File: src/rtl/spr_pkg.sv
// Shared constants for the two-requester single-port RAM arbiter.
package spr_pkg;
  localparam int   SPR_AW = 8;
  localparam int   SPR_DW = 16;
  localparam logic REQ0   = 1'b0;
  localparam logic REQ1   = 1'b1;
  localparam int   RD_LAT = 2;
endpackage

File: src/rtl/spr_rr_arb2.sv
// Two-way round-robin grant with a last-winner register; grants are forced low in reset.
module spr_rr_arb2
  import spr_pkg::*;
(
  input  logic       clk,
  input  logic       rst_n,
  input  logic [1:0] req,
  output logic [1:0] gnt,
  output logic       win
);
  logic last_gnt;

  // On contention the requester that did not win last time goes first.
  always_comb begin
    gnt = 2'b00;
    if (rst_n) begin
      if (req[0] && (!req[1] || last_gnt == REQ1)) gnt[0] = 1'b1;
      else if (req[1])                             gnt[1] = 1'b1;
    end
  end

  assign win = gnt[1] ? REQ1 : REQ0;

  always_ff @(posedge clk or negedge rst_n) begin
    if (!rst_n)    last_gnt <= REQ1;
    else if (|gnt) last_gnt <= win;
  end
endmodule

File: src/rtl/spr_arbiter.sv
// Round-robin arbiter/sequencer for one synchronous single-port RAM; read data is
// tagged back to its issuer through an RD_LAT-deep valid/id shift register.
module spr_arbiter
  import spr_pkg::*;
#(
  parameter int AW = SPR_AW,
  parameter int DW = SPR_DW
) (
  input  logic          CLK,
  input  logic          RST_N,
  input  logic          req0,
  input  logic          we0,
  input  logic [AW-1:0] addr0,
  input  logic [DW-1:0] wdata0,
  output logic          gnt0,
  output logic          rvalid0,
  input  logic          req1,
  input  logic          we1,
  input  logic [AW-1:0] addr1,
  input  logic [DW-1:0] wdata1,
  output logic          gnt1,
  output logic          rvalid1,
  output logic [DW-1:0] rdata,
  output logic [AW-1:0] ram_address,
  output logic [DW-1:0] ram_data,
  output logic          ram_wen,
  input  logic [DW-1:0] ram_q
);
  logic [1:0]         req, gnt, we;
  logic [1:0][AW-1:0] addr;
  logic [1:0][DW-1:0] wdata;
  logic               win, hs;
  logic [RD_LAT:1]    vld_pipe, id_pipe;

  assign req   = {req1, req0};
  assign we    = {we1, we0};
  assign addr  = {addr1, addr0};
  assign wdata = {wdata1, wdata0};

  spr_rr_arb2 u_arb (
    .clk   (CLK),
    .rst_n (RST_N),
    .req   (req),
    .gnt   (gnt),
    .win   (win)
  );

  assign gnt0 = gnt[0];
  assign gnt1 = gnt[1];
  assign hs   = |gnt;

  // Idle cycles keep the last address/data on the pins and just drop WEN.
  always_ff @(posedge CLK or negedge RST_N) begin
    if (!RST_N) begin
      ram_wen     <= 1'b0;
      ram_address <= '0;
      ram_data    <= '0;
    end else begin
      ram_wen <= hs & we[win];
      if (hs) begin
        ram_address <= addr[win];
        ram_data    <= wdata[win];
      end
    end
  end

  always_ff @(posedge CLK or negedge RST_N) begin
    if (!RST_N) begin
      vld_pipe <= '0;
      id_pipe  <= '0;
    end else begin
      vld_pipe[1] <= hs & ~we[win];
      id_pipe[1]  <= win;
      for (int i = 2; i <= RD_LAT; i++) begin
        vld_pipe[i] <= vld_pipe[i-1];
        id_pipe[i]  <= id_pipe[i-1];
      end
    end
  end

  assign rvalid0 = vld_pipe[RD_LAT] & (id_pipe[RD_LAT] == REQ0);
  assign rvalid1 = vld_pipe[RD_LAT] & (id_pipe[RD_LAT] == REQ1);
  assign rdata   = ram_q;
endmodule

File: config.mk
export PLATFORM = sky130hd
export DESIGN_NAME = spr_arbiter
export DESIGN_NICKNAME = d
export VERILOG_FILES = /design/src/rtl/spr_pkg.sv /design/src/rtl/spr_rr_arb2.sv /design/src/rtl/spr_arbiter.sv
export SDC_FILE = /design/constraint.sdc
export NUM_CORES = 1
export LEC_CHECK = 0
export BUFFER_PORTS_ARGS = -buffer_cell sky130_fd_sc_hd__buf_2
export CAP_MARGIN = 20
export CORE_ASPECT_RATIO = 0.7
export CORE_MARGIN = 4
export CORE_UTILIZATION = 41
export CTS_CLUSTER_SIZE = 8
export DETAILED_ROUTE_END_ITERATION = 7
export PLACE_DENSITY = 0.84
export SLEW_MARGIN = 20
export SYNTH_ARGS = -nofsm -noshare
export SYNTH_HDL_FRONTEND = slang
export SYNTH_SLANG_ARGS = --single-unit
File: constraint.sdc
create_clock -name CLK -period 1.5 [get_ports CLK]
set_input_delay 0.15 -clock CLK [delete_from_list [all_inputs] [get_ports CLK]]
set_output_delay 0.15 -clock CLK [all_outputs]
set_load 0.05 [all_outputs]
==> results.ini, run 1 <==
[outcome]
status = finished, final reports clean

[power_and_ir_drop]
finalPower_mw = 2.42
power.density_mw_per_mm2 = 1140
peakVddDrop_mv = 0.535
seqPwrFrac_pct = 39.9
p_int_mw = 1.48
combPwrFrac_pct = 35.5
netSwitchingFraction_pct = 39.1
pwr-share-clk_pct = 24.6
p_leak_nw = 0.950
p_sw_mw = 0.948

[route]
first_iter_violations = 71
num_vias = 1648
via_per_inst = 5.55
first_pass_iters = 4
ant_nets = 0
wl_per_cell_um = 15.6
routed_wl_um = 4640
drc_errors = 0

[sta]
finalCriticalPeriod_ns = 1.44
timing.final.crit_share_pct = 96.1
hold_viol_final = 0
max_freq_ghz = 0.694
fin_tns_setup_ns = 0
relSlewSlack_pct = 37.5
fin_skew_ns = 0.00379
drv_slew = 0
rsz0062_at_grt = no
setup_slack_ns = 0.0587
worstMarginPinSlew_ns = 0.938
finalSetupViolCount = 0

[placed_design]
place_inst = 286
io_buffers = 82
dp_slack_ns = 0.153
hpwl_um = 3220
placed_area_mm2 = 0.00199
place.gp.congestion = 0.685

[clock_network]
h-tree-depth = 2
cts_num_sinks = 30
clk_latency_ns = 0.27
clkTransAtPathRegs_ns = 0.06
cts_inserted_buffers = 5
cts_tree = yes
clk_path_buf_depth = 2
root_buffer = clkbuf_8

[finish]
final_cell_mix = 80 x buf_2, 29 x dfrtp_1, 25 x o2111ai_1
antenna-diode-count = 0
multi_input_area_um2 = 658
fin_nets = 315
num-fill-cells = 392
design_area_mm2 = 0.00212
ff_latch_area_um2 = 752
final_common_cell = buf_2
final_cell_count_no_fill = 297
areaGrowthSynthToFinish_pct = 25.8
drive_above_1_share_pct = 42.9

[setup_path]
worst_r2r_path_depth = 4
r2r-start = u_arb.last_gnt
crit_type = reg2out
r2r_end = ram_data[13]
crit_path_start_kind = flip-flop
end_kind = output port
crit_fanout = 8
critPathArrivalTime_ns = 1.29
required_ns = 1.35
ff2ff_setup_slack_ns = 0.13

[logic_synthesis]
syn_avg_cell_area_um2 = 9.46
synthesis.nets = 248
ys_types = 21
syn_area_mm2 = 0.00168
ys_ff_latch = 30
seq_area_frac_synth_pct = 44.7
ys_warn_count = 0
syn_inst = 178

[grt]
antenna_found_initial = 0
grt_use_total_pct = 17.7
overflow = 0
grt_max_degree = 38
grt_pass1_wl_um = 7190
grt_pass1_vias = 1503

[floorplanning]
std_cell_rows = 19
die_h_um = 61.6
io_pins = 115
die_w_um = 84.6
dieArea_mm2 = 0.00521
start_util_pct = 42.7
fp.coreArea_mm2 = 0.00395

[worst_hold_path]
min_path_type = in2async

[flow_run]
max-cap-violations = 0

==> cells by family after synthesis <==
logic type | after synthesis | share of synthesized area, %
AO/OA/AOI/OAI | 78 | 30.9
buffers and inverters | 39 | 16.8
flip-flops | 30 | 44.7
AND/OR/NAND/NOR | 31 | 7.65
==> flip-flops by register name (all words and copies together) (netlist names) <==
signal          flops
ram_data           16
ram_address         8
id_pipe             2
vld_pipe            2
ram_wen             1
u_arb.last_gnt      1
==> through the flow <==
step,hold WS [ns],utilization [%]
final,0.0999,53.7
after global routing,0.107,53.7
after CTS,0.0805,53.1
after detailed placement,0.198,50.3
after global placement,0.198,50.3
after floorplan,-0.146,-
==> how the worst max path moves through the flow <==
stage	start	to	slack [ns]	cells after the start
floorplan	u_arb.last_gnt	gnt0	0.000007	3
global placement	u_arb.last_gnt	ram_address[0]	0.19	4
detailed placement	u_arb.last_gnt	ram_data[10]	0.15	4
CTS	u_arb.last_gnt	gnt1	0.02	4
global route	u_arb.last_gnt	gnt1	0.007	4
finish	u_arb.last_gnt	gnt1	0.06	4
==> synthesized netlist by cell type, drive strengths merged <==
cell     number  area (um2)
nor2         25        93.8
o21a          1        7.51
inv           1        3.75
buf          37         275
and3          1        6.26
a21oi         1        5.00
nand2         2        10.0
o21ai        25         125
o2111ai      25         219
clkinv        1        3.75
o22ai         1        6.26
a21boi        1        7.51
dfrtp        29         726
nor2b         1        6.26
a31oi        24         150
dfstp         1        26.3
and2          2        12.5
==> power groups by stage <==
stage,clock network [mW],registers [mW],logic (mW)
3_5_place_dp,0,0.980,0.842
4_1_cts,0.613,0.968,0.853
6_report,0.597,0.966,0.860
3_3_place_gp,0,0.976,0.831
5_1_grt,0.646,0.981,0.919
2_1_floorplan,0,1.31,0.392
==> cell type report <==
type	count	share of cell area [%]
sequential	30	35.5
multi-input combinational	109	31.1
timing repair buffer	97	26.4
clock buffer	7	3.60
tap	52	3.07
inverter	2	0.354
==> critical path, cell delays in order (launching register included) <==
cell	delay, ns
dfstp_2	0.53
and2_4	0.14
buf_6	0.12
nor2_2	0.05
buf_6	0.16
==> repair_timing <==
| item | 4_1_cts | 5_1_grt |
|---|---|---|
| buffers inserted | 0 | 2 |
| hold buffers | 2 | 0 |
| endpoints found under the hold margin | 29 | 0 |
| gates resized for setup | 4 | 3 |
| pin swaps | 0 | 1 |
| endpoints found under the setup margin | 2 | 23 |
==> routing by layer <==
| metal | global-route usage, % | routed length, um | vias to the layer above |
|---|---|---|---|
| met2 | 29.7 | 2210 | 76 |
| met3 | 5.48 | 388 | 5 |
| met4 | 5.64 | 38 | 0 |
| met1 | 22.5 | 2000 | 778 |
| met5 | 0 | 0 | - |
| li1 | - | - | 789 |
(Power assumes the default switching activity.)
==> run 2: changes to the inputs <==
--- a/config.mk
+++ b/config.mk
@@ -5,15 +5,16 @@
 export SDC_FILE = /design/constraint.sdc
 export NUM_CORES = 1
 export LEC_CHECK = 0
-export BUFFER_PORTS_ARGS = -buffer_cell sky130_fd_sc_hd__buf_2
 export CAP_MARGIN = 20
 export CORE_ASPECT_RATIO = 0.7
 export CORE_MARGIN = 4
-export CORE_UTILIZATION = 41
+export CORE_UTILIZATION = 45
 export CTS_CLUSTER_SIZE = 8
 export DETAILED_ROUTE_END_ITERATION = 7
-export PLACE_DENSITY = 0.84
+export DONT_BUFFER_PORTS = 1
+export PLACE_DENSITY = 0.65
 export SLEW_MARGIN = 20
 export SYNTH_ARGS = -nofsm -noshare
 export SYNTH_HDL_FRONTEND = slang
+export SYNTH_HIERARCHICAL = 1
 export SYNTH_SLANG_ARGS = --single-unit
==> run 2 against run 1 <==
Wire length fell by 17%. Clock skew is 0.0026 ns higher. Via count fell by 31%. Sequential share of layout area increased by 2.6 points. Largest cell class unchanged. Largest power group is now combinational cells. Highest routed layer unchanged.
==> results.ini, run 2 <==
[outcome]
status = finished, final reports clean

[placed_design]
hpwl_um = 2690
dp_slack_ns = 0.129
place_inst = 196
io_buffers = 0
placed_area_mm2 = 0.00175
place.gp.congestion = 0.647

[floorplanning]
fp.coreArea_mm2 = 0.00328
io_pins = 115
die_w_um = 79.3
std_cell_rows = 17
dieArea_mm2 = 0.00459
start_util_pct = 48.9
die_h_um = 57.9

[route]
wl_per_cell_um = 18.4
via_per_inst = 5.42
ant_nets = 0
num_vias = 1132
routed_wl_um = 3850
first_iter_violations = 25
drc_errors = 0
first_pass_iters = 4

[logic_synthesis]
ys_types = 18
synth_edf_count = 0
async_reset_ff_share_pct = 100
syn_inst = 145
synth.most_common_cell = dfrtp_1
yosys.area.top_type = dfrtp_1
yosys-top-cells-area = dfrtp_1 45%, mux2i_1 16%, a21oi_2 11%
synthFlopType = dfrtp_1
syn_area_mm2 = 0.00160
ys_warn_count = 6
synthesis.nets = 215
seq_area_frac_synth_pct = 47.0
syn_avg_cell_area_um2 = 11.0
ys_ff_latch = 30
synth_top_area_share_pct = 45.3
synthTopCellsByCount = 29 x dfrtp_1, 25 x mux2i_1, 24 x nor3_1

[setup_path]
path_buf_inv = 3
cpMaxStageDelayCell = dfstp_2
critPathArrivalTime_ns = 1.35
crit_type = reg2out
critPathMaxStageDelay_ns = 0.58
crit_fanout = 4
crit_chain = inv_2 -> a21oi_4 -> buf_12 -> buf_12
end_kind = output port
required_ns = 1.35
crit_path_frequent_cell = buf_12
path_delay_family = flip-flops
crit_path_start_kind = flip-flop

[sta]
fin_skew_ns = 0.00639
worstMarginPinSlew_ns = 0.498
hold_viol_final = 0
finalCriticalPeriod_ns = 1.50
finalSetupViolCount = 0
drv_slew = 0
whs_ns = 0.0285
max_freq_ghz = 0.668
rsz0062_at_grt = yes
setup_slack_ns = 0.00381
relSlewSlack_pct = 67.1
timing.final.crit_share_pct = 99.7

[grt]
grt_use_total_pct = 17.5
overflow = 0
grt_pass1_wl_um = 6000
antenna_found_initial = 0
grt_max_degree = 31
grt_pass1_vias = 1201

[clock_network]
clk_latency_ns = 0.28
cts_num_sinks = 30
h-tree-depth = 2
cts_inserted_buffers = 5
clk_path_buf_depth = 2
cts_tree = yes
root_buffer = clkbuf_8
clkTransAtPathRegs_ns = 0.07

[finish]
fin_nets = 231
antenna-diode-count = 0
final_common_cell = dfrtp_1
largest-register = ram_data
top_regs = ram_data (16), ram_address (8)
final_cell_mix = 29 x dfrtp_1, 27 x buf_4, 25 x mux2i_1
final_cell_count_no_fill = 209
drive_above_1_share_pct = 42.6
largest_reg_flops = 16
post-route-util_pct = 60.3
design_area_mm2 = 0.00198
areaGrowthSynthToFinish_pct = 23.4

[power_and_ir_drop]
p_leak_nw = 0.813
peakVddDrop_mv = 0.710
power.density_mw_per_mm2 = 1490

[worst_hold_path]
min_path_type = in2reg

[flow_run]
max-cap-violations = 0

## run 2: path summary, 6_finish.rpt
kind | startpoint | slack [ns] | cells past startpoint | to
max | u_arb/last_gnt | 0.004 | 4 | gnt0
min | RST_N | 0.03 | 2 | u_arb/last_gnt
max reg2reg | u_arb/last_gnt | 0.08 | 6 | ram_data[15]
min reg2reg | vld_pipe[1] | 0.35 | 0 | vld_pipe[2]
max in group asynchronous | RST_N | 0.96 | 2 | u_arb/last_gnt
min in group asynchronous | RST_N | 0.32 | 2 | ram_data[6]
## run 2: layer usage
| layer | track usage [%] | part of all wire (%) | vias to the layer above |
|---|---|---|---|
| met5 | 0 | 0 | - |
| met4 | 7.84 | 2.2 | 0 |
| met3 | 7.14 | 8.1 | 20 |
| met2 | 31.7 | 53 | 53 |
| met1 | 18.0 | 37 | 537 |
| li1 | - | - | 522 |
## run 2: report_power, final
part           internal, mW  total [mW]  leakage [nW]  switching, mW
Clock                 0.368       0.668        0.0472          0.300
Combinational         0.399        1.21         0.425          0.807
Sequential            0.965        1.06         0.340         0.0995
Total                  1.73        2.94         0.813           1.21
## run 2: logic make-up (layout without fill, tap and decap cells)
| kind of cell | after synthesis | after routing | synth area share [%] |
|---|---|---|---|
| AOI/OAI and AO/OA | 28 | 28 | 13.7 |
| muxes | 25 | 25 | 15.6 |
| DFF | 30 | 30 | 47.0 |
| buffers and inverters | 30 | 47 | 13.7 |
| and+or+nand+nor | 32 | 32 | 10.0 |
## run 2: what timing repair did
action / CTS / global route
buffers inserted: 1 / 0
hold buffers: 2 / 0
endpoints found under the setup margin: 1 / 5
gates cloned: 1 / 1
hold endpoints to repair: 30 / 0
resized for setup: 3 / 5
## run 2: area by class of cell
| type | count | area [um2] |
|---|---|---|
| Clock buffer | 6 | 82.6 |
| Clock inverter | 2 | 12.5 |
| Fill cell | 288 | 1300 |
| Inverter | 1 | 3.75 |
| Multi-Input combinational cell | 85 | 653 |
| Sequential cell | 30 | 752 |
| Tap cell | 47 | 58.8 |
| Timing Repair Buffer | 38 | 413 |
## run 2: per-stage QoR
| stage | setup TNS, ns | power [mW] |
|---|---|---|
| after floorplan | -2.60 | 2.03 |
| after detailed placement | 0 | 2.23 |
| final | 0 | 2.94 |
| after CTS | 0 | 2.95 |
| after global routing | -0.0834 | 3.08 |
| after global placement | 0 | 2.19 |
